File: src/rtl/hazard_pkg.sv
// Instruction field layout, opcode constants and operand decode helpers shared
// by the hazard/forwarding logic.
package hazard_pkg;

   localparam int OP_HI    = 31;
   localparam int OP_LO    = 27;
   localparam int RD_HI    = 26;
   localparam int RD_LO    = 22;
   localparam int RS_HI    = 21;
   localparam int RS_LO    = 17;
   localparam int RT_HI    = 16;
   localparam int RT_LO    = 12;
   localparam int ALUOP_HI = 6;
   localparam int ALUOP_LO = 2;

   localparam logic [4:0] OP_ALU  = 5'd0;
   localparam logic [4:0] OP_BNE  = 5'd2;
   localparam logic [4:0] OP_JAL  = 5'd3;
   localparam logic [4:0] OP_JR   = 5'd4;
   localparam logic [4:0] OP_ADDI = 5'd5;
   localparam logic [4:0] OP_BLT  = 5'd6;
   localparam logic [4:0] OP_SW   = 5'd7;
   localparam logic [4:0] OP_LW   = 5'd8;
   localparam logic [4:0] OP_SETX = 5'd21;
   localparam logic [4:0] OP_BEX  = 5'd22;

   localparam logic [4:0] ALUOP_MUL = 5'd6;
   localparam logic [4:0] ALUOP_DIV = 5'd7;

   localparam logic [4:0] REG_RA     = 5'd31;
   localparam logic [4:0] REG_STATUS = 5'd30;

   typedef enum logic [1:0] {
      SEL_RF = 2'b00,
      SEL_XM = 2'b01,
      SEL_MW = 2'b10
   } fwd_sel_e;

   function automatic logic is_writer(input logic [31:0] ir);
      logic [4:0] op;
      op = ir[OP_HI:OP_LO];
      return (op == OP_ALU) || (op == OP_ADDI) || (op == OP_LW) ||
             (op == OP_JAL) || (op == OP_SETX);
   endfunction

   // Non-writers report r0, which the match logic treats as "no destination".
   function automatic logic [4:0] dest_reg(input logic [31:0] ir);
      logic [4:0] r;
      r = 5'd0;
      case (ir[OP_HI:OP_LO])
         OP_ALU, OP_ADDI, OP_LW: r = ir[RD_HI:RD_LO];
         OP_JAL:                 r = REG_RA;
         OP_SETX:                r = REG_STATUS;
         default:                r = 5'd0;
      endcase
      return r;
   endfunction

   function automatic logic [4:0] src_a(input logic [31:0] ir);
      logic [4:0] r;
      r = 5'd0;
      case (ir[OP_HI:OP_LO])
         OP_ALU, OP_ADDI, OP_SW, OP_LW: r = ir[RS_HI:RS_LO];
         OP_BNE, OP_BLT, OP_JR:         r = ir[RD_HI:RD_LO];
         OP_BEX:                        r = REG_STATUS;
         default:                       r = 5'd0;
      endcase
      return r;
   endfunction

   function automatic logic [4:0] src_b(input logic [31:0] ir);
      logic [4:0] r;
      r = 5'd0;
      case (ir[OP_HI:OP_LO])
         OP_ALU:         r = ir[RT_HI:RT_LO];
         OP_SW:          r = ir[RD_HI:RD_LO];
         OP_BNE, OP_BLT: r = ir[RS_HI:RS_LO];
         default:        r = 5'd0;
      endcase
      return r;
   endfunction

   function automatic logic is_multdiv(input logic [31:0] ir);
      return (ir[OP_HI:OP_LO] == OP_ALU) &&
             ((ir[ALUOP_HI:ALUOP_LO] == ALUOP_MUL) || (ir[ALUOP_HI:ALUOP_LO] == ALUOP_DIV));
   endfunction

endpackage

File: src/rtl/hazard_forward_unit_fwd_match.sv
// Picks the bypass source for one operand; XM is newer than MW so it wins.
module fwd_match
   import hazard_pkg::*;
#(
   parameter int REG_W = 5
)
(
   input  logic [REG_W-1:0] src,
   input  logic [REG_W-1:0] xm_dest,
   input  logic [REG_W-1:0] mw_dest,
   output logic [1:0]       sel
);

   logic src_live;

   assign src_live = (src != '0);

   always_comb begin
      sel = SEL_RF;
      if (src_live && (src == xm_dest)) begin
         sel = SEL_XM;
      end else if (src_live && (src == mw_dest)) begin
         sel = SEL_MW;
      end
   end

endmodule

File: src/rtl/hazard_forward_unit.sv
// Operand bypass selection, load-use bubble insertion, blocking multdiv
// sequencing and a saturating stall-cycle counter for the five-stage core.
module hazard_forward_unit
   import hazard_pkg::*;
#(
   parameter int INSN_W = 32,
   parameter int REG_W  = 5,
   parameter int CNT_W  = 16
)
(
   input  logic              clock,
   input  logic              reset_n,
   input  logic [INSN_W-1:0] fd_ir,
   input  logic [INSN_W-1:0] dx_ir,
   input  logic [INSN_W-1:0] xm_ir,
   input  logic [INSN_W-1:0] mw_ir,
   input  logic              md_done,
   output logic [1:0]        a_sel,
   output logic [1:0]        b_sel,
   output logic              mem_sel,
   output logic              stall_fd,
   output logic              stall_dx,
   output logic              flush_dx,
   output logic              md_start,
   output logic              md_busy,
   output logic [CNT_W-1:0]  stall_cycles
);

   localparam logic ST_IDLE = 1'b0;
   localparam logic ST_BUSY = 1'b1;

   logic             state_q, state_d;
   logic [CNT_W-1:0] stall_cycles_q, stall_cycles_d;

   logic [REG_W-1:0] xm_dest, mw_dest, xm_rd, dx_rd;
   logic [REG_W-1:0] dx_src [2];
   logic [1:0]       dx_sel [2];
   logic             load_use, md_start_c, md_stall, md_stall_g;

   assign xm_dest   = dest_reg(xm_ir);
   assign mw_dest   = dest_reg(mw_ir);
   assign dx_src[0] = src_a(dx_ir);
   assign dx_src[1] = src_b(dx_ir);

   genvar gi;
   generate
      for (gi = 0; gi < 2; gi++) begin : g_fwd
         fwd_match #(.REG_W(REG_W)) u_match (
            .src     (dx_src[gi]),
            .xm_dest (xm_dest),
            .mw_dest (mw_dest),
            .sel     (dx_sel[gi])
         );
      end
   endgenerate

   assign a_sel = dx_sel[0];
   assign b_sel = dx_sel[1];

   assign xm_rd   = xm_ir[RD_HI:RD_LO];
   assign mem_sel = (xm_ir[OP_HI:OP_LO] == OP_SW) && is_writer(mw_ir) &&
                    (mw_dest == xm_rd) && (xm_rd != '0);

   // A source of r0 can never equal a live load destination, so "no source" needs no flag.
   assign dx_rd    = dx_ir[RD_HI:RD_LO];
   assign load_use = (dx_ir[OP_HI:OP_LO] == OP_LW) && (dx_rd != '0) &&
                     ((src_a(fd_ir) == dx_rd) || (src_b(fd_ir) == dx_rd));

   always_comb begin
      state_d    = state_q;
      md_start_c = 1'b0;
      md_stall   = 1'b0;
      case (state_q)
         ST_IDLE: begin
            if (is_multdiv(dx_ir)) begin
               md_start_c = 1'b1;
               md_stall   = 1'b1;
               state_d    = ST_BUSY;
            end
         end
         ST_BUSY: begin
            if (md_done) begin
               state_d = ST_IDLE;
            end else begin
               md_stall = 1'b1;
            end
         end
         default: state_d = ST_IDLE;
      endcase
   end

   // Reset masks the state-driven outputs even if DX still decodes as MUL/DIV.
   assign md_stall_g = md_stall && reset_n;
   assign md_start   = md_start_c && reset_n;
   assign md_busy    = (state_q == ST_BUSY);
   assign stall_dx   = md_stall_g;
   assign stall_fd   = load_use || md_stall_g;
   assign flush_dx   = load_use && !md_stall_g;

   always_comb begin
      stall_cycles_d = stall_cycles_q;
      if ((load_use || md_stall) && (stall_cycles_q != '1)) begin
         stall_cycles_d = stall_cycles_q + {{(CNT_W-1){1'b0}}, 1'b1};
      end
   end

   always_ff @(posedge clock or negedge reset_n) begin
      if (!reset_n) begin
         state_q        <= ST_IDLE;
         stall_cycles_q <= '0;
      end else begin
         state_q        <= state_d;
         stall_cycles_q <= stall_cycles_d;
      end
   end

   assign stall_cycles = stall_cycles_q;

endmodule

File: config.mk
export PLATFORM = sky130hd
export DESIGN_NAME = hazard_forward_unit
export DESIGN_NICKNAME = d
export VERILOG_FILES = /design/src/rtl/hazard_pkg.sv /design/src/rtl/hazard_forward_unit_fwd_match.sv /design/src/rtl/hazard_forward_unit.sv
export SDC_FILE = /design/constraint.sdc
export NUM_CORES = 1
export LEC_CHECK = 0
export BUFFER_PORTS_ARGS = -buffer_cell sky130_fd_sc_hd__buf_2
export CAP_MARGIN = 30
export CORE_MARGIN = 1
export CORE_UTILIZATION = 40
export CTS_CLUSTER_SIZE = 10
export DETAILED_ROUTE_END_ITERATION = 8
export MAX_ROUTING_LAYER = met4
export PLACE_DENSITY = 0.75
export SETUP_SLACK_MARGIN = 0.15
export SLEW_MARGIN = 25
export SYNTH_ARGS = -nofsm -noshare
export SYNTH_HDL_FRONTEND = slang
export SYNTH_SLANG_ARGS = --single-unit
File: constraint.sdc
create_clock -name clock -period 7.9 [get_ports clock]
set_input_delay 1.58 -clock clock [delete_from_list [all_inputs] [get_ports clock]]
set_output_delay 1.58 -clock clock [all_outputs]
set_load 0.02 [all_outputs]
=== Yosys cells after proc, flatten, opt, wreduce, memory -nomap -nowiden ===
Index checks and enable logic that the tools add are counted.

* Register bits after elaboration: 17
* Input bits: 131
* Output and inout port bits: 26
* Logic and storage cells: 90

* Add/sub/neg operators: 1
* Equality and inequality tests: 33
* Mux-type cells: 14
* Bitwise operators: 1
* Reduce and logical (&&, ||, !) cells: 39

{| class="wikitable"
|+ Operators with widths
! operator !! count
|-
| one-hot mux 5 bit (3 select lines) || 6
|-
| equality test 5 x 3 -> 1 bit (second input constant) || 13
|-
| equality test 5 bit || 7
|-
| equality test 5 x 2 -> 1 bit (second input constant) || 4
|-
| equality test 5 x 4 -> 1 bit (second input constant) || 4
|-
| equality test 5 bit (second input constant) || 4
|-
| logical NOT 5 bit || 4
|-
| nonzero test 5 bit || 4
|-
| adder 16 x 1 -> 16 bit (second input constant) || 1
|-
| inequality test 16 bit (second input constant) || 1
|-
| logical AND 1 bit || 14
|-
| OR reduction 3 bit || 4
|-
| logical OR 1 bit || 8
|-
| two-way mux 2 bit || 4
|-
| OR reduction 4 bit || 2
|-
| OR reduction 2 bit || 2
|-
| two-way mux 1 bit || 3
|-
| one-hot mux 1 bit (2 select lines) || 1
|-
| logical NOT 1 bit || 1
|-
| inverter 1 bit || 1
|}

=== Longest topological paths before layout ===
* Depth in word-level cells: 8
* Depth in mapped cells: 11
* Mapped depth without buffers: 8

=== Modules after synthesis ===
From an unflattened synthesis, not the netlist that was laid out.

* Cells, all modules: 275
* Area, all modules: 2,183.3 sq um

{| class="wikitable"
|+ Modules (own cells, without submodules)
! module !! times used !! cells each !! area an instance (sq um) !! seq. area each (sq um)
|-
| hazard_forward_unit || 1 || 241 || 1,918.1 || 425.4
|-
| fwd_match || 2 || 17 || 132.6 || 0.0
|}

=== Worst setup path after synthesis ===
No wires, ideal clock.

* Path type: input -> output
* Start point: input port dx_ir[28]
* End point: output port a_sel[1]
* Data arrival time: 3.824 ns
* Data required time: 6.320 ns
* Path slack: 2.496 ns
* Cell stages on the path: 8
* Buffers on the path: 0
* Cell sequence: or3_1 > a21oi_2 > a221o_1 > mux2_1 > a32o_1 > a22oi_1 > nor4_2 > nor3_1

* Word-level cells in the longest chain between the ends: 7
* Elaborated cells between the ends (all ways): 18
* Those cells by class: 9 x eq/ne; 3 x mux; 6 x reduce/logical

{| class="wikitable"
|+ Ends and longest elaborated chain
! element !! RTL line !! text
|-
| from (decl) || hazard_forward_unit.sv:14 || <nowiki>input logic [INSN_W-1:0] dx_ir,</nowiki>
|-
| equality test 5 x 4 -> 1 bit (tied with other cells) || hazard_pkg.sv:62 || <nowiki>case (ir[OP_HI:OP_LO])</nowiki>
|-
| OR reduction 4 bit / OR reduction 3 bit (equally long branches) || hazard_pkg.sv:62 ||
|-
| one-hot mux 5 bit (3 select lines) (*) || hazard_pkg.sv:62 ||
|-
| equality test 5 bit / nonzero test 5 bit (equally long branches) || hazard_forward_unit_fwd_match.sv:22, hazard_forward_unit_fwd_match.sv:16 ||
|-
| logical AND 1 bit || hazard_forward_unit_fwd_match.sv:22 || <nowiki>end else if (src_live && (src == mw_dest)) begin</nowiki>
|-
| two-way mux 2 bit || hazard_forward_unit_fwd_match.sv:22 ||
|-
| two-way mux 2 bit (*) || hazard_forward_unit_fwd_match.sv:20 || <nowiki>if (src_live && (src == xm_dest)) begin</nowiki>
|-
| to (decl) || hazard_forward_unit.sv:18 || <nowiki>output logic [1:0] a_sel,</nowiki>
|}

Mark *: on every way between the ends. The rest lies on a longest branch, timed or not.

=== Final worst setup path ===
* Start point: input port dx_ir[27]
* End point: output port b_sel[1]

* Word-level cells in the longest chain between the ends: 7
* Elaborated cells between the ends (all ways): 13
* Those cells by class: 5 x eq/ne; 3 x mux; 5 x reduce/logical

{| class="wikitable"
|+ Ends and longest elaborated chain
! element !! RTL line !! text
|-
| equality test 5 x 2 -> 1 bit / equality test 5 x 3 -> 1 bit (equally long branches) || hazard_pkg.sv:74 || <nowiki>case (ir[OP_HI:OP_LO])</nowiki>
|-
| OR reduction 2 bit || hazard_pkg.sv:74 ||
|-
| one-hot mux 5 bit (3 select lines) (*) || hazard_pkg.sv:74 ||
|-
| equality test 5 bit / nonzero test 5 bit (equally long branches) || hazard_forward_unit_fwd_match.sv:22, hazard_forward_unit_fwd_match.sv:16 ||
|-
| logical AND 1 bit || hazard_forward_unit_fwd_match.sv:22 ||
|-
| two-way mux 2 bit || hazard_forward_unit_fwd_match.sv:22 ||
|-
| two-way mux 2 bit (*) || hazard_forward_unit_fwd_match.sv:20 ||
|-
| to (decl) || hazard_forward_unit.sv:19 || <nowiki>output logic [1:0] b_sel,</nowiki>
|}

Marks and branches as above.

==> impl_metrics.py <==
metrics = {
    "critical_path": {
        "crit_required_ps": 6320,
        "crit_path_start_kind": "input port",
        "path_class": "input port to primary output",
        "reg2reg_depth": 6,
        "worst_setup_path_end_kind": "primary output",
        "cp_max_fo": 7,
        "critical_path_arrival_ps": 4020,
    },
    "sta": {
        "finalCritPeriodShare": 0.709,
        "fmax_ghz": 0.178,
        "fin_skew_ps": 4.34,
        "slew_viol_final": 0,
        "finalSetupTns_ps": 0,
        "holdWs_ps": 498,
        "tightest_slew_ps": 926,
        "fin_ws_ps": 2300,
        "hold_violations": 0,
        "slew_headroom": 0.379,
        "finalCriticalPeriod_ps": 5600,
        "rsz0062_at_grt": "no",
        "setup_viol": 0,
    },
    "routing": {
        "drt-met1-wl_um": 2810,
        "num_vias": 2450,
        "met3_length_um": 217,
        "initialDrtViolationCount": 84,
        "drc": 0,
        "ant_nets": 0,
        "avgViaCountPerCell": 5.56,
        "post_drt_wl_per_cell_um": 13.4,
        "met2_length_um": 2860,
        "wirelength_um": 5900,
        "dr.pass1.iters": 4,
        "top_layer_used": "met4",
    },
    "synthesis": {
        "yosysMostFrequentCell": "nor2_1",
        "synth_warnings": 0,
        "ys_seq_elements": 17,
        "syn_area_per_cell_um2": 8.02,
        "synth_seq_area_share": 0.187,
        "netlist.area_leader.share": 0.187,
        "synthArstFlopShare": 1.00,
        "synth_area_um2": 2270,
        "synth-edff-count": 0,
        "synth_cells": 283,
        "synth.distinct_cells": 64,
        "synthFlopType": "dfrtp_1",
        "synth_area_leader_cell": "dfrtp_1",
        "syn_nets": 415,
        "synthTopCellsByArea": "dfrtp_1, xnor2_1, xor2_1, mux2_2, nor2_1",
        "yosys-top-cells-count": "nor2_1, xnor2_1, dfrtp_1",
    },
    "pwr": {
        "finalPower_mw": 0.276,
        "comb_power_share": 0.410,
        "p_leak_nw": 1.23,
        "p_sw_frac": 0.352,
        "pwr-share-clk": 0.233,
        "power.density_nw_per_um2": 98.2,
        "p_int_mw": 0.179,
        "vdd_drop_max_mv": 0.0957,
        "seqPwrFrac": 0.357,
        "p_sw_mw": 0.0971,
    },
    "die": {
        "core_um2": 5470,
        "die_area_um2": 5980,
        "die_x_um": 77.3,
        "die_h_um": 77.3,
        "rows": 27,
        "initial_utilization": 0.415,
        "ios": 157,
    },
    "placement": {
        "gp_congestion": 0.823,
        "dp_hpwl_um": 4700,
        "dpl_cell_area_um2": 2770,
        "port-buffer-count": 92,
        "pre_cts_ws_ps": 2280,
    },
    "finish": {
        "fill_cells": 568,
        "area_growth_pct": 23.9,
        "stdcell_area_um2": 2810,
        "antenna_cells": 0,
        "drive_above_1_share": 0.328,
        "fin_nets": 502,
        "multi_input_area_um2": 1770,
        "regArea_um2": 425,
    },
    "cts": {
        "cts_resized": 0,
        "cts.sinks": 17,
        "path_clk_slew_ps": 60,
        "post_cts_buffers": 0,
        "cts_made_buffers": 3,
        "cts_buffer_depth": 2,
        "htreeDepth": 1,
        "cts_tree": "built",
        "worstSkewPairLatency_ps": 250,
        "hold_buffers": 0,
        "cts_root_buf": "clkbuf_8",
    },
    "min_path": {
        "worstHoldPathType": "flop to flop",
        "holdPathStages": 1,
    },
    "grt": {
        "overflow": 0,
        "grt_usage": 0.201,
        "antenna_found_initial": 0,
        "grt_max_degree": 20,
        "grt_pass1_vias": 2166,
        "grt_pass1_wl_um": 9790,
    },
    "run": {
        "max_cap_viol_count": 0,
    },
    "outcome": {
        "run_status": "complete, no violations",
    },
}
==> area by class of cell <==
| type | instances | share of cell area |
|---|---|---|
| multi-input cells | 251 | 0.629 |
| inverters | 4 | 0.00534 |
| clock buffers | 4 | 0.0160 |
| repair buffers | 93 | 0.166 |
| well taps | 72 | 0.0320 |
| flip-flops and latches | 17 | 0.151 |
==> worst paths after layout <==
kind | from | to | slack, ps
setup / recovery | dx_ir[27] | b_sel[1] | 2300
hold / removal | stall_cycles[15]$_DFFE_PN0P_ | stall_cycles[15]$_DFFE_PN0P_ | 500
min in group asynchronous | reset_n | stall_cycles[10]$_DFFE_PN0P_ | 1240
setup reg to reg | md_busy$_DFF_PN0_ | stall_cycles[1]$_DFFE_PN0P_ | 5860
max in group asynchronous | reset_n | stall_cycles[14]$_DFFE_PN0P_ | 6380
hold reg to reg | stall_cycles[15]$_DFFE_PN0P_ | stall_cycles[15]$_DFFE_PN0P_ | 500
==> power by group through the flow <==
stage	combinational [mW]	sequential [mW]	clock, mW
after floorplan	0.0639	0.106	0
after global placement	0.111	0.100	0
after detailed placement	0.113	0.100	0
after CTS	0.113	0.0987	0.0661
after global routing	0.125	0.0997	0.0690
final	0.113	0.0986	0.0642
==> stage by stage <==
stage / std cells / utilization
finish: 441 / 0.514
floorplan: 283 / -
CTS: 441 / 0.514
detailed placement: 437 / 0.505
global placement: 437 / 0.505
global route: 441 / 0.514
==> kinds of logic after synthesis <==
family	count (synthesis)	share of synthesized area
compound gates	73	0.229
xor+xnor	33	0.127
fa+ha+maj	1	0.00551
buf+inv	15	0.0336
flops	17	0.187
mux	12	0.0584
simple gates	132	0.358
==> routing by layer <==
layer / vias up / track usage
met2: 56 / 0.330
met3: 2 / 0.0167
li1: 1253 / -
met4: 0 / 0.0340
met1: 1139 / 0.273
met5: - / -
==> cell usage in the layout, fill, tap and decap left out, drive strengths merged, types with 3 or more instances in the layout <==
cell,synthesis,routed
a22oi,6,6
a32oi,3,3
nand2b,6,6
nand3b,10,10
nor2b,3,3
mux2,10,10
a221oi,3,3
nor2,24,24
or2,3,3
a21oi,18,18
nor4b,4,4
nor3b,7,7
xnor2,21,21
nand4,6,6
inv,4,4
and2,8,8
o21ai,17,17
clkbuf,4,4
nand3,16,16
dfrtp,17,17
nor3,4,4
and3,12,12
a221o,5,5
nand2,15,15
nor4,7,7
a22o,3,3
buf,7,93
xor2,12,12
==> flip-flops by register name (all words and copies together), names as in the netlist <==
signal        count
stall_cycles     16
md_busy           1
==> worst max-delay path, cell delays in order <==
cell     delay, ps
buf_2          130
nor3_2         360
and2_0         380
a221o_1        380
mux2i_1        240
o22ai_1        110
a211o_1        290
and3_1         200
nor3b_2        160
buf_2          170
(Power assumes the default switching activity.)
